--- src/rtl/multicycle_sequencer.sv ---
// multicycle_sequencer: FETCH/DECODE/EXEC/[MEM]/WB control FSM around the RV32I decoder.
// Latency 4 cycles (5 for load/store) at zero wait; imem/dmem ack waits and i_stall hold the FSM in place.
module multicycle_sequencer #(
  parameter int unsigned CNT_W    = 32,
  parameter logic [31:0] RESET_IR = 32'h0000_0013
) (
  input  logic             i_clk,
  input  logic             i_rst_n,
  input  logic             i_stall,
  output logic             o_imem_req,
  input  logic             i_imem_ack,
  input  logic [31:0]      i_imem_rdata,
  output logic [31:0]      o_instr,
  input  logic             i_rd_wren,
  input  logic             i_mem_wren,
  input  logic [1:0]       i_wb_sel,
  input  logic             i_insn_vld,
  output logic             o_rd_wren,
  output logic             o_pc_wren,
  output logic             o_dmem_req,
  output logic             o_dmem_we,
  input  logic             i_dmem_ack,
  output logic             o_illegal,
  output logic             o_busy,
  output logic [CNT_W-1:0] o_instret
);

  typedef enum logic [2:0] {
    S_FETCH,
    S_DECODE,
    S_EXEC,
    S_MEM,
    S_WB,
    S_TRAP
  } state_t;

  state_t           state_q, state_d;
  logic             issued_q, issued_d;
  logic             dmem_we_q, dmem_we_d;
  logic [31:0]      instr_q, instr_d;
  logic [CNT_W-1:0] instret_q, instret_d;
  logic             illegal_q, illegal_d;
  logic             imem_req;
  logic             is_mem;

  assign is_mem = i_mem_wren | (i_wb_sel == 2'b01);

  always_ff @(posedge i_clk or negedge i_rst_n) begin
    if (!i_rst_n) begin
      state_q   <= S_FETCH;
      issued_q  <= 1'b0;
      dmem_we_q <= 1'b0;
      instr_q   <= RESET_IR;
      instret_q <= '0;
      illegal_q <= 1'b0;
    end else begin
      state_q   <= state_d;
      issued_q  <= issued_d;
      dmem_we_q <= dmem_we_d;
      instr_q   <= instr_d;
      instret_q <= instret_d;
      illegal_q <= illegal_d;
    end
  end

  always_comb begin
    state_d   = state_q;
    issued_d  = issued_q;
    dmem_we_d = dmem_we_q;
    instr_d   = instr_q;
    instret_d = instret_q;
    illegal_d = illegal_q;
    imem_req  = 1'b0;
    unique case (state_q)
      S_FETCH: begin
        // Once presented, the request is held regardless of i_stall; reset drops it at once.
        imem_req = i_rst_n & (issued_q | ~i_stall);
        if (imem_req && i_imem_ack) begin
          instr_d  = i_imem_rdata;
          issued_d = 1'b0;
          state_d  = S_DECODE;
        end else if (imem_req) begin
          issued_d = 1'b1;
        end
      end
      S_DECODE: begin
        if (!i_insn_vld) begin
          illegal_d = 1'b1;
          state_d   = S_TRAP;
        end else begin
          state_d = S_EXEC;
        end
      end
      S_EXEC: begin
        if (is_mem) begin
          dmem_we_d = i_mem_wren;
          state_d   = S_MEM;
        end else begin
          state_d = S_WB;
        end
      end
      S_MEM: begin
        if (i_dmem_ack) begin
          state_d = S_WB;
        end
      end
      S_WB: begin
        instret_d = instret_q + CNT_W'(1);
        state_d   = S_FETCH;
      end
      S_TRAP: begin
        state_d = S_TRAP;
      end
      default: begin
        state_d = S_FETCH;
      end
    endcase
  end

  assign o_imem_req = imem_req;
  assign o_instr    = instr_q;
  assign o_dmem_req = (state_q == S_MEM);
  assign o_dmem_we  = (state_q == S_MEM) & dmem_we_q;
  assign o_rd_wren  = (state_q == S_WB) & i_rd_wren;
  assign o_pc_wren  = (state_q == S_WB);
  assign o_illegal  = illegal_q;
  assign o_busy     = (state_q == S_FETCH) ? imem_req : (state_q != S_TRAP);
  assign o_instret  = instret_q;

endmodule
--- config.mk ---
export PLATFORM = sky130hd
export DESIGN_NAME = multicycle_sequencer
export DESIGN_NICKNAME = d
export VERILOG_FILES = /design/src/rtl/multicycle_sequencer.sv
export SDC_FILE = /design/constraint.sdc
export NUM_CORES = 1
export LEC_CHECK = 0
export CAP_MARGIN = 5
export CORE_UTILIZATION = 41
export DETAILED_ROUTE_END_ITERATION = 10
export GPL_TIMING_DRIVEN = 0
export PLACE_DENSITY_LB_ADDON = 0.05
export SETUP_SLACK_MARGIN = 0.3
export SYNTH_ARGS = -nofsm -noshare
export SYNTH_HDL_FRONTEND = slang
export SYNTH_SLANG_ARGS = --single-unit
--- constraint.sdc ---
create_clock -name i_clk -period 3.2 [get_ports i_clk]
set_input_delay 0.64 -clock i_clk [delete_from_list [all_inputs] [get_ports i_clk]]
set_output_delay 0.64 -clock i_clk [all_outputs]
set_load 0.1 [all_outputs]
==> results of run 1 <==
==> placed cells by master, fill, tap and decap left out, drive strengths merged, types with 2 or more instances in the layout <==
master,Yosys,layout
nor2,11,11
nand4bb,2,2
and2,2,2
or4,2,2
o22ai,2,2
inv,6,7
mux2,33,33
dfrtp,67,67
nor3,2,2
clkbuf,2,15
and4,2,2
nand3,12,12
clkdlybuf4s15,0,4
clkinv,0,3
nor2b,4,4
dfstp,3,3
and3,4,4
nand2b,3,3
or3b,2,2
xor2,10,10
nand4,9,9
xnor2,21,21
buf,4,6
nor4,4,4
or2,2,2
nand2,14,14
a21oi,3,3
clkdlybuf4s50,0,105
==> cells in the mapped netlist <==
| cell type | instances | share of area [%] |
|---|---|---|
| mux2i_1 | 1 | 0.33 |
| dfrtp_1 | 67 | 55 |
| nor4_4 | 1 | 0.70 |
| or3_4 | 1 | 0.37 |
| mux2_1 | 29 | 11 |
| a22o_1 | 1 | 0.29 |
| nand2_1 | 14 | 1.7 |
| clkbuf_1 | 2 | 0.25 |
| buf_2 | 4 | 0.66 |
| ha_1 | 1 | 0.41 |
| a31oi_1 | 1 | 0.21 |
| and4_1 | 2 | 0.58 |
| inv_1 | 6 | 0.74 |
| nor4_2 | 2 | 0.82 |
| xnor2_1 | 21 | 6.0 |
| nand2b_1 | 3 | 0.62 |
| a21oi_1 | 3 | 0.49 |
| nor4_1 | 1 | 0.21 |
| o31a_1 | 1 | 0.29 |
| and2_1 | 2 | 0.41 |
| nand4_4 | 1 | 0.70 |
| a21o_1 | 1 | 0.25 |
| and3_1 | 4 | 0.82 |
| nor3_1 | 2 | 0.33 |
| xor2_1 | 10 | 2.9 |
| or4_1 | 2 | 0.49 |
| o21ai_0 | 1 | 0.16 |
| or3b_1 | 2 | 0.58 |
| nand3_1 | 12 | 2.0 |
| or2_2 | 2 | 0.41 |
| dfstp_2 | 3 | 2.6 |
| a211oi_1 | 1 | 0.25 |
| nand4bb_1 | 2 | 0.74 |
| o31ai_1 | 1 | 0.25 |
| o21a_1 | 1 | 0.25 |
| a41oi_1 | 1 | 0.29 |
| nor2_1 | 11 | 1.4 |
| o22ai_1 | 2 | 0.41 |
| nor2b_1 | 4 | 0.82 |
| nand4_1 | 8 | 1.6 |
| mux2_2 | 4 | 1.5 |
| nor3b_2 | 1 | 0.41 |
==> layer usage <==
layer / vias to the layer above / wire length (microns) / part of all wire, %
met4: 0 / 90 / 1.4
met3: 7 / 422 / 6.6
met2: 69 / 2970 / 47
met1: 1090 / 2870 / 45
li1: 1085 / - / -
met5: - / 0 / 0
==> state kept, by name, summed over array words and instances (netlist names) <==
name	cells
o_instr	32
o_illegal	1
o_instret	32
issued_q	1
dmem_we_q	1
state_q	3
==> final cells by class <==
class / instances / area [sq um]
fill: 631 / 2710
sequential: 70 / 1760
multi-input combinational: 157 / 1240
timing repair buffer: 113 / 1130
clock buffer: 11 / 141
tap: 99 / 124
clock inverter: 5 / 57.6
buffer: 6 / 27.5
inverter: 6 / 22.5
==> logic make-up after synthesis <==
family | after synthesis
compound gates | 14
xor+xnor | 31
fa+ha+maj | 1
buf+inv | 12
flops | 70
mux | 34
simple gates | 77
==> through the flow <==
step | TNS (ns) | std cells | util [%] | instance area [sq um] | setup slack (ns)
global placement | -134.48 | 450 | 59.5 | 4290 | -2.69
detailed placement | -0.331 | 451 | 59.7 | 4310 | -0.182
finish | 0 | 467 | 62.4 | 4500 | 0.385
CTS | 0 | 467 | 62.5 | 4510 | 0.169
global route | 0 | 467 | 62.4 | 4500 | 0.285
floorplan | 0 | 239 | - | 3050 | 0.424
==> worst register-to-register path, delay by kind of cell (launching register included) <==
kind	cells	cell delay, ns
xor gates and xnor gates	1	0.13
and+or+nand+nor	3	1.40
DFF	1	0.39
==> worst min path at each step <==
stage / endpoint / slack [ns]
floorplan: dmem_we_q$_DFFE_PN0P_ / 0.34
global placement: o_illegal$_DFFE_PN0P_ / 0.45
detailed placement: o_illegal$_DFFE_PN0P_ / 0.46
CTS: o_instr[31]$_DFFE_PN0P_ / 0.26
global route: o_instr[31]$_DFFE_PN0P_ / 0.28
finish: o_instr[31]$_DFFE_PN0P_ / 0.25
==> repair_timing <==
action,in CTS,in global routing
endpoints found under the hold margin,0,0
resized for setup,12,5
setup endpoints to repair,6,3
==> flow_summary.ini, run 1 <==
[global_routing]
use_met3_pct = 3.77
busiest_layer = met2
gr-total-overflow = 0
grt_pass1_wl_microns = 10400
grtUsageMet2_pct = 28.5
grt_use_met1_pct = 22.3
grt_pass1_vias = 2176
track_usage_pct = 17.5
grt_max_degree = 39
antenna_found_initial = 0

[layout]
diodes = 0
drive_gt1_share_pct = 11.7
finalNetCount = 406
area_growth_pct = 47.9

[setup_path]
critPathKind = in -> out
arrival_ns = 2.17
cp_slowest_stage_delay_ns = 0.46
critPathTopFamily = buffers and inverters
rr_startpoint = state_q[1]$_DFFE_PN0P_
endpoint_kind = output pin
crit_buf_inv = 2
reg2reg_to = o_instret[23]$_DFFE_PN0N_
startpoint = i_stall
cp-endpoint = o_busy
required_ns = 2.56
path_cells = clkdlybuf4s50_1 -> nand2b_1 -> a211oi_1 -> a21oi_1 -> or2_2 -> clkbuf_2
rr_worst_depth = 4
r2r_slack_ns = 1.16
cp-start-kind = primary input
path_depth = 6
critPathMaxFanout = 4
slowest_stage = clkdlybuf4s50_1

[drt]
drt_wl_total_microns = 6350
drt-initial-drc-count = 53
vias = 2251
firstDrtPassIters = 6
vias_per_cell = 4.82
drc = 0
postRouteAntennaNets = 0
avgRoutedWirePerCell_microns = 13.6

[cts]
clock_path_buffers = 2
cts_sinks = 70
clkSlewWorstSetupHoldPaths_ns = 0.07
cts_tree = done
cts_setup_buffers = 0
holdBufCountCts = 0
cts_inserted_buffers = 9
cts_root_buffer = clkbuf_8
clkLatencyLatePin_ns = 0.34
ctsHtreeMaxLevel = 3

[sta]
rsz0062_at_grt = yes
clock_skew_ns = 0.0117
tightestPinTransition_ns = 1.00
hold_viol = 0
fmax_ghz = 0.355
timing.final.setup_violations = 0
period_share_pct = 88.0
slew_headroom_pct = 33.0
period_needed_ns = 2.81
slew_violations = 0
holdWs_ns = 0.248

[floorplanning]
dieHeight_microns = 88.2
core_area_sq_um = 7210
start_util_pct = 42.2
dieArea_sq_um = 7770
die_width_microns = 88.2
rows = 31
ioPinCount = 113

[synth]
synth_xor_area_share_pct = 8.92
yosys.cell_types.count = 42
synth_top_family_by_area = simple AND/OR/NAND/NOR gates
yosysWarnings = 0
syn_nets = 282
yosys.area_share.adder_pct = 0.411
syn_area_sq_um = 3040
synth-simple-area-share_pct = 15.7
post_synth_mux_area_share_pct = 12.5
syn_area_per_cell_sq_um = 12.7
ys_ff_latch = 70
yosysSeqAreaShare_pct = 57.7
synth_compound_area_share_pct = 3.12
syn_inst = 239

[worst_hold_path]
hp-class = in -> async

[placed_design]
place_congestion = 0.798
numPortBuffers = 112
place_hpwl_microns = 4720

[outcome]
status = completed

[run]
cap_violations = 0
Power of run 1 is left out: the tool's default activity adds up to more than one toggle a clock period on the data nets, which glitch-free logic cannot reach.
==> inputs of run 2 (changes only) <==
==> constraint.sdc (replaced) <==
create_clock -name i_clk -period 2.66 [get_ports i_clk]
set_input_delay 0.532 -clock i_clk [delete_from_list [all_inputs] [get_ports i_clk]]
set_output_delay 0.532 -clock i_clk [all_outputs]
set_load 0.1 [all_outputs]
==> flow_summary.ini, run 2 (synthesis results as in run 1) <==
[setup_path]
arrival_ns = 1.76
path_cells = clkdlybuf4s50_1 -> nand2b_1 -> a211oi_2 -> a21oi_1 -> or2_4 -> buf_12
cp-start-kind = primary input
slowest_stage = clkdlybuf4s50_1
endpoint_kind = output pin
critPathKind = in -> out
critPathMaxFanout = 2
cp_slowest_stage_delay_ns = 0.46
required_ns = 2.13

[floorplanning]
start_util_pct = 42.2
core_area_sq_um = 7210
ioPinCount = 113
dieArea_sq_um = 7770
die_width_microns = 88.2
rows = 31
dieHeight_microns = 88.2

[sta]
rsz0062_at_grt = yes
slew_headroom_pct = 33.9
period_share_pct = 86.3
slew_violations = 0
timing.final.setup_violations = 0
period_needed_ns = 2.30
tightestPinTransition_ns = 0.996
fmax_ghz = 0.435
hold_viol = 0
clock_skew_ns = 0.0117
holdWs_ns = 0.0414

[cts]
cts_tree = done
ctsHtreeMaxLevel = 3
clkSlewWorstSetupHoldPaths_ns = 0.08
cts_sinks = 70
cts_root_buffer = clkbuf_8
clkLatencyLatePin_ns = 0.34
holdBufCountCts = 0
cts_inserted_buffers = 9
clock_path_buffers = 2

[drt]
firstDrtPassIters = 4
vias = 2293
drt-initial-drc-count = 85
drc = 0
drt_wl_total_microns = 6470
vias_per_cell = 4.90
postRouteAntennaNets = 0
avgRoutedWirePerCell_microns = 13.8

[layout]
final_common_cell = dlygate4sd2_1
area_growth_pct = 47.5
stdcell_count = 468
finalNetCount = 407
drive_gt1_share_pct = 16.3
final_cell_mix = dlygate4sd2_1, dfrtp_1, clkdlybuf4s50_1
fin_util_pct = 62.2
n_fill_cell = 627
diodes = 0

[global_routing]
antenna_found_initial = 0
gr-total-overflow = 0
grt_max_degree = 40
grt_pass1_vias = 2158
grt_pass1_wl_microns = 10600
track_usage_pct = 17.9

[placed_design]
place_congestion = 0.802
numPortBuffers = 112
place_hpwl_microns = 4760
placed_cells = 451

[worst_hold_path]
hp-class = in -> async

[outcome]
status = completed

[run]
cap_violations = 0
[run 2: timing repair]
action	4_1_cts	5_1_grt
setup endpoints to repair	69	12
buffers inserted	1	0
pin swaps	0	0
gates resized for setup	102	11
[run 2: final cells by class]
type	instances	area (sq um)	share of cell area (%)
multi-input combinational	157	1260	28.0
timing repair buffer	114	1080	24.1
clock buffer	11	151	3.37
buffer	6	30.0	0.669
clock inverter	5	56.3	1.25
tap	99	124	2.76
inverter	6	22.5	0.502
sequential	70	1770	39.4
[run 2: final timing paths]
| path | startpoint | to | slack (ns) | cells after the start |
|---|---|---|---|---|
| worst min-delay path | i_rst_n | o_instr[7]$_DFFE_PN0P_ | 0.04 | 1 |
| worst max-delay path | i_stall | o_busy | 0.36 | 6 |
| worst min register to register | o_illegal$_DFFE_PN0P_ | o_illegal$_DFFE_PN0P_ | 0.47 | 2 |
| min in group i_clk | o_illegal$_DFFE_PN0P_ | o_illegal$_DFFE_PN0P_ | 0.47 | 2 |
| max in group asynchronous | i_rst_n | o_instr[0]$_DFFE_PN1P_ | 2.07 | 2 |
| worst max register to register | state_q[1]$_DFFE_PN0P_ | o_instret[23]$_DFFE_PN0N_ | 0.61 | 4 |
[run 2: worst max-delay path: cells and delay by family]
family	cells	cell delay, ns
AOI/OAI and AO/OA	2	0.28
buffers and inverters	2	0.62
and+or+nand+nor	2	0.33
[run 2: stage by stage]
step	instance area (sq um)	worst slack [ns]	TNS, ns
finish	4490	0.363	0
global route	4490	0.246	0
CTS	4470	0.150	0
detailed placement	4330	-0.707	-1.54
global placement	4310	-3.01	-183.15
floorplan	3070	0.303	0
[run 2: layer usage]
layer	GRT usage, %	wire [microns]	vias up
li1	-	-	1092
met1	23.8	2880	1117
met2	28.2	3080	75
met3	3.77	387	9
met4	8.50	121	0
met5	0	0	-
Power of run 2 is left out for the same reason.
